`config.mk`:
```
export PLATFORM = sky130hd
export DESIGN_NAME = stream_merger_flat
export DESIGN_NICKNAME = d
export VERILOG_FILES = /design/src/rtl/stream_merger_pkg.sv /design/src/rtl/stream_merger_if.sv /design/src/rtl/stream_merger_fifo.sv /design/src/rtl/stream_merger.sv /design/src/flat_wrapper.sv
export SDC_FILE = /design/constraint.sdc
export NUM_CORES = 1
export LEC_CHECK = 0
export BUFFER_PORTS_ARGS = -buffer_cell sky130_fd_sc_hd__buf_2
export CAP_MARGIN = 30
export CORE_MARGIN = 2
export CORE_UTILIZATION = 30
export DETAILED_ROUTE_END_ITERATION = 7
export HOLD_SLACK_MARGIN = 0.05
export PLACE_DENSITY = 0.51
export SETUP_SLACK_MARGIN = 0.3
export SLEW_MARGIN = 25
export SYNTH_ARGS = -nofsm -noshare
export SYNTH_HDL_FRONTEND = slang
export SYNTH_SLANG_ARGS = --single-unit
```
`constraint.sdc`:
```
create_clock -name clk -period 10.92 [get_ports clk]
set_clock_uncertainty 0.05 [all_clocks]
set_input_delay 1.092 -clock clk [delete_from_list [all_inputs] [get_ports clk]]
set_output_delay 1.092 -clock clk [all_outputs]
set_load 0.005 [all_outputs]
```
`src/rtl/stream_merger_pkg.sv`:
```
// Shared types and widths for the stream merger slice.
// Widths come from the shared ADDRESS_WIDTH / ID_WIDTH defines; the fallbacks only apply when they are absent.
`ifndef ADDRESS_WIDTH
`define ADDRESS_WIDTH 32
`endif
`ifndef ID_WIDTH
`define ID_WIDTH 8
`endif

package stream_merger_pkg;
  localparam int unsigned ADDR_W      = `ADDRESS_WIDTH;
  localparam int unsigned ID_W        = `ID_WIDTH;
  localparam int unsigned FLUSH_CNT_W = 16;

  typedef struct packed {
    logic [ADDR_W-1:0] address;
    logic [ID_W-1:0]   id;
  } beat_t;

  typedef enum logic {
    CH_1 = 1'b0,
    CH_2 = 1'b1
  } chan_e;
endpackage

```
`src/rtl/stream_merger_if.sv`:
```
// Producer-side and downstream signals of the stream merger.
// flushed_count exists only when STREAM_MERGER_FLUSH_COUNT_EN is defined.
interface stream_merger_if;
  import stream_merger_pkg::*;

  logic [ADDR_W-1:0] in_address_1;
  logic [ADDR_W-1:0] in_address_2;
  logic [ID_W-1:0]   in_id_1;
  logic [ID_W-1:0]   in_id_2;
  logic              in_valid_1;
  logic              in_valid_2;
  logic              flush_1;
  logic              flush_2;
  logic [ID_W-1:0]   flush_id_1;
  logic [ID_W-1:0]   flush_id_2;
  logic              in_ready;
  logic              out_stall;
  logic [ADDR_W-1:0] out_address;
  logic [ID_W-1:0]   out_id;
  logic              out_valid;
`ifdef STREAM_MERGER_FLUSH_COUNT_EN
  logic [FLUSH_CNT_W-1:0] flushed_count;
`endif

  modport master (
`ifdef STREAM_MERGER_FLUSH_COUNT_EN
    input  flushed_count,
`endif
    output in_address_1, in_address_2, in_id_1, in_id_2, in_valid_1, in_valid_2,
    output flush_1, flush_2, flush_id_1, flush_id_2, in_ready,
    input  out_stall, out_address, out_id, out_valid
  );

  modport slave (
`ifdef STREAM_MERGER_FLUSH_COUNT_EN
    output flushed_count,
`endif
    input  in_address_1, in_address_2, in_id_1, in_id_2, in_valid_1, in_valid_2,
    input  flush_1, flush_2, flush_id_1, flush_id_2, in_ready,
    output out_stall, out_address, out_id, out_valid
  );
endinterface

```
`src/rtl/stream_merger_fifo.sv`:
```
// Per-channel beat FIFO with push, pop and flush-truncate from the oldest matching ID.
module stream_fifo
  import stream_merger_pkg::*;
#(
  parameter int unsigned DEPTH = 4,
  localparam int unsigned PTR_W = $clog2(DEPTH),
  localparam int unsigned CNT_W = PTR_W + 1
) (
  input  logic             clk,
  input  logic             reset,
  input  logic             push,
  input  beat_t            push_beat,
  input  logic             pop,
  input  logic             flush,
  input  logic [ID_W-1:0]  flush_id,
  output beat_t            head_c,
  output logic [CNT_W-1:0] count,
  output logic [CNT_W-1:0] discarded_c
);
  beat_t            mem [DEPTH];
  logic [PTR_W-1:0] head_ptr;
  logic [PTR_W-1:0] slot;
  logic [PTR_W-1:0] wr_slot;
  logic             match_found;
  logic [CNT_W-1:0] match_off;
  logic [CNT_W-1:0] keep;
  logic             wr_en;

  // Offset from head of the oldest valid entry carrying flush_id
  always_comb begin
    match_found = 1'b0;
    match_off   = '0;
    slot        = '0;
    for (int unsigned i = 0; i < DEPTH; i++) begin
      slot = head_ptr + PTR_W'(i);
      if (!match_found && (CNT_W'(i) < count) && (mem[slot].id == flush_id)) begin
        match_found = 1'b1;
        match_off   = CNT_W'(i);
      end
    end
  end

  // keep = entries surviving truncation; a popped matching head is still delivered
  always_comb begin
    keep        = count;
    discarded_c = '0;
    if (flush) begin
      discarded_c = push ? CNT_W'(1) : '0;
      if (match_found) begin
        keep        = ((match_off == '0) && pop) ? CNT_W'(1) : match_off;
        discarded_c = discarded_c + (count - keep);
      end
    end
  end

  assign wr_en   = push && !flush;
  assign wr_slot = head_ptr + PTR_W'(count);
  assign head_c  = mem[head_ptr];

  always_ff @(posedge clk or posedge reset) begin
    if (reset) begin
      head_ptr <= '0;
      count    <= '0;
    end else begin
      head_ptr <= head_ptr + PTR_W'(pop);
      count    <= keep - CNT_W'(pop) + CNT_W'(wr_en);
    end
  end

  always_ff @(posedge clk) begin
    if (wr_en) mem[wr_slot] <= push_beat;
  end
endmodule

```
`src/rtl/stream_merger.sv`:
```
// Two-channel FIFO merger with round-robin arbitration and a global stall.
// STREAM_MERGER_FLUSH_COUNT_EN adds a saturating count of flushed entries.
module stream_merger
  import stream_merger_pkg::*;
#(
  parameter int unsigned DEPTH = 4
) (
  input logic            clk,
  input logic            reset,
  stream_merger_if.slave bus
);
  localparam int unsigned CNT_W = $clog2(DEPTH) + 1;

  beat_t            push_beat_1, push_beat_2;
  beat_t            head_1_c, head_2_c, sel_beat_c;
  logic [CNT_W-1:0] count_1, count_2, disc_1_c, disc_2_c;
  logic             stall, valid_c, pop_c;
  logic             push_1, push_2, pop_1, pop_2;
  chan_e            rr_ptr, rr_nxt, sel_c;

  assign stall       = (count_1 == CNT_W'(DEPTH)) || (count_2 == CNT_W'(DEPTH));
  assign push_1      = bus.in_valid_1 && !stall;
  assign push_2      = bus.in_valid_2 && !stall;
  assign push_beat_1 = '{address: bus.in_address_1, id: bus.in_id_1};
  assign push_beat_2 = '{address: bus.in_address_2, id: bus.in_id_2};

  stream_fifo #(.DEPTH(DEPTH)) u_fifo_1 (
    .clk(clk), .reset(reset), .push(push_1), .push_beat(push_beat_1), .pop(pop_1),
    .flush(bus.flush_1), .flush_id(bus.flush_id_1), .head_c(head_1_c), .count(count_1),
    .discarded_c(disc_1_c)
  );

  stream_fifo #(.DEPTH(DEPTH)) u_fifo_2 (
    .clk(clk), .reset(reset), .push(push_2), .push_beat(push_beat_2), .pop(pop_2),
    .flush(bus.flush_2), .flush_id(bus.flush_id_2), .head_c(head_2_c), .count(count_2),
    .discarded_c(disc_2_c)
  );

  // A lone non-empty channel wins; with both pending rr_ptr decides
  always_comb begin
    sel_c = rr_ptr;
    if (count_1 == '0)      sel_c = CH_2;
    else if (count_2 == '0) sel_c = CH_1;
  end

  assign valid_c = (count_1 != '0) || (count_2 != '0);
  assign pop_c   = valid_c && bus.in_ready;
  assign pop_1   = pop_c && (sel_c == CH_1);
  assign pop_2   = pop_c && (sel_c == CH_2);

  always_comb begin
    rr_nxt = rr_ptr;
    if (pop_c) rr_nxt = (sel_c == CH_1) ? CH_2 : CH_1;
  end

  always_ff @(posedge clk or posedge reset) begin
    if (reset) rr_ptr <= CH_1;
    else       rr_ptr <= rr_nxt;
  end

  assign sel_beat_c      = (sel_c == CH_1) ? head_1_c : head_2_c;
  assign bus.out_stall   = stall;
  assign bus.out_valid   = valid_c;
  assign bus.out_address = valid_c ? sel_beat_c.address : '0;
  assign bus.out_id      = valid_c ? sel_beat_c.id : '0;

`ifdef STREAM_MERGER_FLUSH_COUNT_EN
  localparam int unsigned SUM_W = FLUSH_CNT_W + 1;
  logic [SUM_W-1:0]       fc_sum_c;
  logic [FLUSH_CNT_W-1:0] flushed_count_q;

  assign fc_sum_c = SUM_W'(flushed_count_q) + SUM_W'(disc_1_c) + SUM_W'(disc_2_c);

  always_ff @(posedge clk or posedge reset) begin
    if (reset)                    flushed_count_q <= '0;
    else if (fc_sum_c[FLUSH_CNT_W]) flushed_count_q <= '1;
    else                          flushed_count_q <= fc_sum_c[FLUSH_CNT_W-1:0];
  end

  assign bus.flushed_count = flushed_count_q;
`else
  logic unused_disc;
  assign unused_disc = ^{disc_1_c, disc_2_c};
`endif
endmodule

```
`src/flat_wrapper.sv`:
```
// flat-port wrapper written by rule: the top's interface ports become plain ports
module stream_merger_flat import stream_merger_pkg::*;
#(
  parameter int unsigned DEPTH = 4
)
  (clk, reset, bus_in_address_1, bus_in_address_2, bus_in_id_1, bus_in_id_2, bus_in_valid_1, bus_in_valid_2, bus_flush_1, bus_flush_2, bus_flush_id_1, bus_flush_id_2, bus_in_ready, bus_out_stall, bus_out_address, bus_out_id, bus_out_valid);
  stream_merger_if bus_i ();
  input logic clk;
  input logic reset;
  input wire logic [$bits(bus_i.in_address_1)-1:0] bus_in_address_1;
  input wire logic [$bits(bus_i.in_address_2)-1:0] bus_in_address_2;
  input wire logic [$bits(bus_i.in_id_1)-1:0] bus_in_id_1;
  input wire logic [$bits(bus_i.in_id_2)-1:0] bus_in_id_2;
  input wire logic [$bits(bus_i.in_valid_1)-1:0] bus_in_valid_1;
  input wire logic [$bits(bus_i.in_valid_2)-1:0] bus_in_valid_2;
  input wire logic [$bits(bus_i.flush_1)-1:0] bus_flush_1;
  input wire logic [$bits(bus_i.flush_2)-1:0] bus_flush_2;
  input wire logic [$bits(bus_i.flush_id_1)-1:0] bus_flush_id_1;
  input wire logic [$bits(bus_i.flush_id_2)-1:0] bus_flush_id_2;
  input wire logic [$bits(bus_i.in_ready)-1:0] bus_in_ready;
  output wire logic [$bits(bus_i.out_stall)-1:0] bus_out_stall;
  output wire logic [$bits(bus_i.out_address)-1:0] bus_out_address;
  output wire logic [$bits(bus_i.out_id)-1:0] bus_out_id;
  output wire logic [$bits(bus_i.out_valid)-1:0] bus_out_valid;
  assign bus_i.in_address_1 = bus_in_address_1;
  assign bus_i.in_address_2 = bus_in_address_2;
  assign bus_i.in_id_1 = bus_in_id_1;
  assign bus_i.in_id_2 = bus_in_id_2;
  assign bus_i.in_valid_1 = bus_in_valid_1;
  assign bus_i.in_valid_2 = bus_in_valid_2;
  assign bus_i.flush_1 = bus_flush_1;
  assign bus_i.flush_2 = bus_flush_2;
  assign bus_i.flush_id_1 = bus_flush_id_1;
  assign bus_i.flush_id_2 = bus_flush_id_2;
  assign bus_i.in_ready = bus_in_ready;
  assign bus_out_stall = bus_i.out_stall;
  assign bus_out_address = bus_i.out_address;
  assign bus_out_id = bus_i.out_id;
  assign bus_out_valid = bus_i.out_valid;
  stream_merger #(.DEPTH(DEPTH)) u_core (.clk(clk), .reset(reset), .bus(bus_i));
endmodule
```
; ---- Yosys cells after proc, flatten, opt, wreduce, memory -nomap -nowiden
; Memories as Yosys holds them, arrays and structs flattened.
; Cells that the tools add are included.
[totals]
register_bits = 11
ramBits = 320
in_bits = 103
out_inout_bits = 42
wordCells = 110
memories = 2
[classes]
add_sub_neg = 14
magnitude_cmp = 8
eq_ne = 10
muxes = 30
bitwise_logic = 1
reduce_logical = 40
[mem_list]
columns = name, words, word_bits, rd, rd_clocked_by_memory_dff, write_ports, line_no
row1 = u_core.u_fifo_1.mem, 4, 40, 4, 0, 1, stream_merger_fifo.sv:20  ; beat_t mem [DEPTH];
row2 = u_core.u_fifo_2.mem, 4, 40, 4, 0, 1, stream_merger_fifo.sv:20
[ops]
columns = operator, n
row1 = equality test 8 bit, 8
row2 = 2-to-1 mux 40 bit, 1
row3 = 2-to-1 mux 32 bit, 1
row4 = 2-to-1 mux 3 bit, 10
row5 = logical AND 1 bit, 23
row6 = 2-to-1 mux 1 bit, 17
row7 = zero test 3 bit, 4
row8 = less-than comparator 1 x 3 -> 1 bit (first input constant), 4
row9 = less-than comparator 2 x 3 -> 1 bit (first input constant), 4
row10 = zero test 1 bit, 9
row11 = adder 2 bit (second input constant), 4
row12 = 2-to-1 mux 8 bit, 1
row13 = adder 3 x 1 -> 3 bit, 2
row14 = equality test 3 bit (second input constant), 2
row15 = nonzero test 3 bit, 2
row16 = subtractor 3 x 1 -> 3 bit, 2
row17 = adder 2 x 1 -> 2 bit, 2
row18 = adder 2 x 1 -> 2 bit (second input constant), 2
row19 = adder 2 bit, 2
row20 = logical OR 1 bit, 2
row21 = inverter 1 bit, 1

; ---- Longest topological paths before layout
; An unclocked memory read counts as a cell.
[depth]
word_depth = 23
depth_mapped = 13
mapped_depth_nobuf = 10

; ---- Modules after synthesis
; Synthesis repeated with hierarchy kept, for this count alone.
[unflattened]
cells_unflattened = 815
area_unflattened_um2 = 15232.1
[modules_own_cells]
columns = module, n_inst, cells_per_inst, area_each_um2, seq_area_each_um2
row1 = stream_fifo at u_core.u_fifo_1, 1, 370, 7347.0, 4929.7
row2 = stream_fifo at u_core.u_fifo_2, 1, 375, 7298.2, 4929.7
row3 = stream_merger, 1, 70, 586.8, 25.0

; ---- Worst setup path before layout
; Ideal clock, no wire load.
[synth_path]
path_type = input to register
startpoint = in bus_flush_1
endpoint = mem u_core.u_fifo_1.mem[0][0] in the netlist's numbering, enable pin
setup_ps = 495
arrival_time_ps = 4312
t_required_ps = 10375
slack_ps = 6062
cell_stages = 2
path_buffers = 0
cell_sequence = nand3b_1 > nor3b_1
[synth_via]
elab_chain_len = 4
[synth_rtl]
columns = item, line_no
row1 = "start, declared", flat_wrapper.sv:16  ; input wire logic [$bits(bus_i.flush_1)-1:0] bus_flush_1;
row2 = zero test 1 bit, stream_merger_fifo.sv:56  ; assign wr_en = push && !flush;
row3 = logical AND 1 bit, stream_merger_fifo.sv:56
row4 = 2-to-1 mux 1 bit, stream_merger_fifo.sv:71  ; if (wr_en) mem[wr_slot] <= push_beat;
row5 = 2-to-1 mux 1 bit (not written as such), stream_merger_fifo.sv:71
row6 = "end, declared", stream_merger_fifo.sv:20
; Every way passes these cells.

; ---- Final worst setup path
[layout_path]
startpoint = reg u_core.u_fifo_2.head_ptr[0]
endpoint = out bus_out_address[23]
[layout_via]
elab_chain_len = 3
[layout_rtl]
columns = item, line_no
row1 = "start, declared", stream_merger_fifo.sv:21  ; logic [PTR_W-1:0] head_ptr;
row2 = "start signal, assigned", stream_merger_fifo.sv:65  ; head_ptr <= head_ptr + PTR_W'(pop);
row3 = memory (4 x 40 bit), -
row4 = 2-to-1 mux 40 bit, stream_merger.sv:61  ; assign sel_beat_c = (sel_c == CH_1) ? head_1_c : head_2_c;
row5 = 2-to-1 mux 32 bit, stream_merger.sv:64  ; assign bus.out_address = valid_c ? sel_beat_c.address : '0;
row6 = "end, declared", flat_wrapper.sv:22  ; output wire logic [$bits(bus_i.out_address)-1:0] bus_out_address;
; Every way passes these cells.

==> impl_metrics.yaml <==
status:
  outcome: "finished clean"
final_layout:
  fillers: 4723
  multi_input_area_sq_um: 4760
  drive_gt1_frac: 0.357
  nets: 1086
  seq_area_sq_um: 9900
  area_growth_pct: 18.8
global_routing:
  antenna_found_initial: 10
  grt_overflow: 0
  grt_max_degree: 68
  track_usage: 0.141
  grt_first_pass_wirelength_mm: 53.0
  grt_pass1_vias: 8399
synthesis:
  synth_edf_count: 320
  ys_warn_count: 0
  ys_seq_area_frac: 0.662
  yosysTopAreaCell: "edfxtp_1"
  synth_ff_type: "edfxtp_1"
  synth_cells: 831
  synth.distinct_cells: 48
  synth.avg_cell_area_sq_um: 18.0
  ys_seq_elements: 331
  netlist_area_sq_um: 14900
  async_reset_ff_frac: 0.0332
  syn_nets: 944
  synth.area.top_cells: "edfxtp_1 (64%), mux4_2 (18%), xnor2_1 (3.5%), nand2_1 (2.1%), dfrtp_1 (1.8%)"
  synth_top_area_frac: 0.644
route:
  drtIter0Drc: 532
  firstDrtPassIters: 5
  vias: 8036
  routedWlPerCell_um: 21.3
  drcViolationCount: 0
  wl_mm: 35.7
  via_per_inst: 4.81
  ant_nets: 0
power_and_ir_drop:
  power_density_nw_per_um2: 295
  fin_total_pwr_mw: 5.22
  leakage_nw: 6.00
  ir_drop_mv: 0.135
timing:
  post-route-min-period_ns: 4.21
  max_slew_margin: 0.442
  rsz0062_at_grt: "false"
  fmax_mhz: 237
  setup_viol: 0
  tns_ns: 0
  hold_viol: 0
  maxSlewViolCount: 0
  holdWs_ns: 0.516
  setup_ws_ns: 6.71
  worstMarginPinSlew_ns: 0.831
  fin_crit_sh: 0.386
cts:
  insertion_delay_ns: 0.54
  clock_sinks: 331
  numCtsBuffers: 38
  cts_htree_levels: 2
  clock_path_buffers: 3
  path_clk_slew_ns: 0.06
  cts_tree: "done"
  cts_root_buffer: "clkbuf_16"
  postCtsSetupBuffers: 0
  postCtsHoldBufs: 0
  cts-resized-gates: 0
floorplanning:
  io_pins: 145
  die_x_um: 227
  dieHeight_um: 227
  die_area_sq_um: 51600
  coreArea_sq_um: 49100
  initial_core_util: 0.304
  rows: 81
worst_setup_path:
  r2r_slack_ns: 6.80
  cp_cell_sequence: "buf_4 -> mux4_2 -> nand3_1 -> nand2_1 -> buf_2"
  crit_end: "bus_out_address[23]"
  crit_path_max_fanout: 36
  rr_startpoint: "u_core.u_fifo_1.head_ptr[0]"
  cp.arrival_ns: 3.07
  path_class: "register to output port"
  crit_path_start: "u_core.u_fifo_2.head_ptr[0]"
  cp_slowest_stage_delay_ns: 0.77
  critPathLaunchType: "register"
  worstPathRequired_ns: 9.78
  reg2reg_to: "u_core.u_fifo_1.count[2]"
  end_kind: "output port"
  reg2reg_depth: 10
  cp_slowest_cell: "dfrtp_4"
min_path:
  hp-class: "input port to asynchronous set/reset pin"
flow_run:
  maxCapViolCount: 0
placement:
  dp_slack_ns: 6.78
  hpwl_mm: 24.1
  port_buffers: 144
  place.gp.congestion: 0.816
==> through the flow <==
stage	area (sq um)	std cells	utilization
final	17700	1672	0.362
after global routing	17700	1668	0.361
after CTS	17700	1666	0.361
after detailed placement	16400	1596	0.334
after global placement	16400	1595	0.334
after floorplan	14900	831	-
==> kinds of logic (layout without fill, tap and decap cells) <==
kind of cell / count (synthesis) / after routing / synth area share
and+or+nand+nor: 166 / 166 / 0.0518
AOI/OAI and AO/OA: 40 / 40 / 0.0169
muxes: 137 / 137 / 0.193
DFF: 331 / 331 / 0.662
buffers and inverters: 72 / 244 / 0.0222
adders and majority gates: 10 / 10 / 0.00939
xor gates and xnor gates: 75 / 75 / 0.0440
other: 0 / 5 / 0
==> worst min path at each step <==
| stage | start | endpoint | cells past startpoint |
|---|---|---|---|
| after floorplan | u_core.rr_ptr | u_core.rr_ptr | 1 |
| after detailed placement | u_core.rr_ptr | u_core.rr_ptr | 1 |
| after global placement | u_core.rr_ptr | u_core.rr_ptr | 1 |
| final | reset | u_core.rr_ptr | 2 |
| after global routing | reset | u_core.rr_ptr | 2 |
| after CTS | reset | u_core.rr_ptr | 2 |
==> critical path: cells and delay by family, from the launching register on <==
kind	cells	cell delay [ns]
buffers and inverters	2	0.85
multiplexers	1	0.60
AND/OR/NAND/NOR	2	0.25
flip-flops	1	0.77
==> area by class of cell <==
class                      count  share of cell area
timing repair buffer         160              0.0492
clock inverter                24              0.0164
tap                          664              0.0468
multi-input combinational    428               0.269
clock buffer                  46              0.0571
antenna                        5            0.000706
inverter                      14             0.00296
sequential                   331               0.558
==> state kept, by name (all words and copies together) (netlist names) <==
signal / cells
u_core.u_fifo_1.count: 3
u_core.u_fifo_1.head_ptr: 2
u_core.u_fifo_1.mem: 160
u_core.rr_ptr: 1
u_core.u_fifo_2.head_ptr: 2
u_core.u_fifo_2.count: 3
u_core.u_fifo_2.mem: 160
==> cells in the final DEF, fill, tap and decap left out, types with 6 or more instances in the layout <==
cell type  count
ha_1           8
clkbuf_16     39
nor2_1        10
buf_4         14
mux4_2       121
xor2_1        15
o21ai_0        8
buf_2        144
nand3_1       38
nand2_1       84
nand4_1        6
clkbuf_1       6
clkinv_2       9
inv_1         14
xnor2_1       60
bufinv_16      6
edfxtp_1     320
dfrtp_1        7
a21oi_1       11
mux2i_1       14
==> Yosys cell counts, types with 2 or more instances <==
master,instances
nor3_1,8
nor4_2,3
mux2_2,2
nor3b_1,2
fa_1,2
ha_1,8
a21oi_1,12
buf_1,10
o2111ai_1,2
mux2i_1,14
or3_1,2
a22oi_1,2
o21ai_0,8
dfrtp_1,11
nand3_1,38
xor2_1,15
nand3b_1,3
inv_1,14
edfxtp_1,320
o31ai_1,2
nand4_1,6
o21ai_1,2
a21o_1,2
buf_6,5
mux4_2,121
nor2_1,12
nor2b_1,2
clkbuf_1,26
xnor2_1,60
nand2_1,84
buf_2,16
==> power breakdown <==
| group | internal, mW | switching (mW) | total, mW |
|---|---|---|---|
| combinational | 0.930 | 1.12 | 2.05 |
| sequential | 1.69 | 0.168 | 1.86 |
| clock | 0.806 | 0.505 | 1.31 |
==> metal layers <==
metal,up-vias,global-route usage,part of all wire
li1,3619,-,-
met1,4094,0.182,0.42
met2,250,0.232,0.49
met3,63,0.0409,0.072
met4,10,0.0413,0.019
met5,-,0,0.0017
Note: power is estimated with default switching activity, not from simulation.
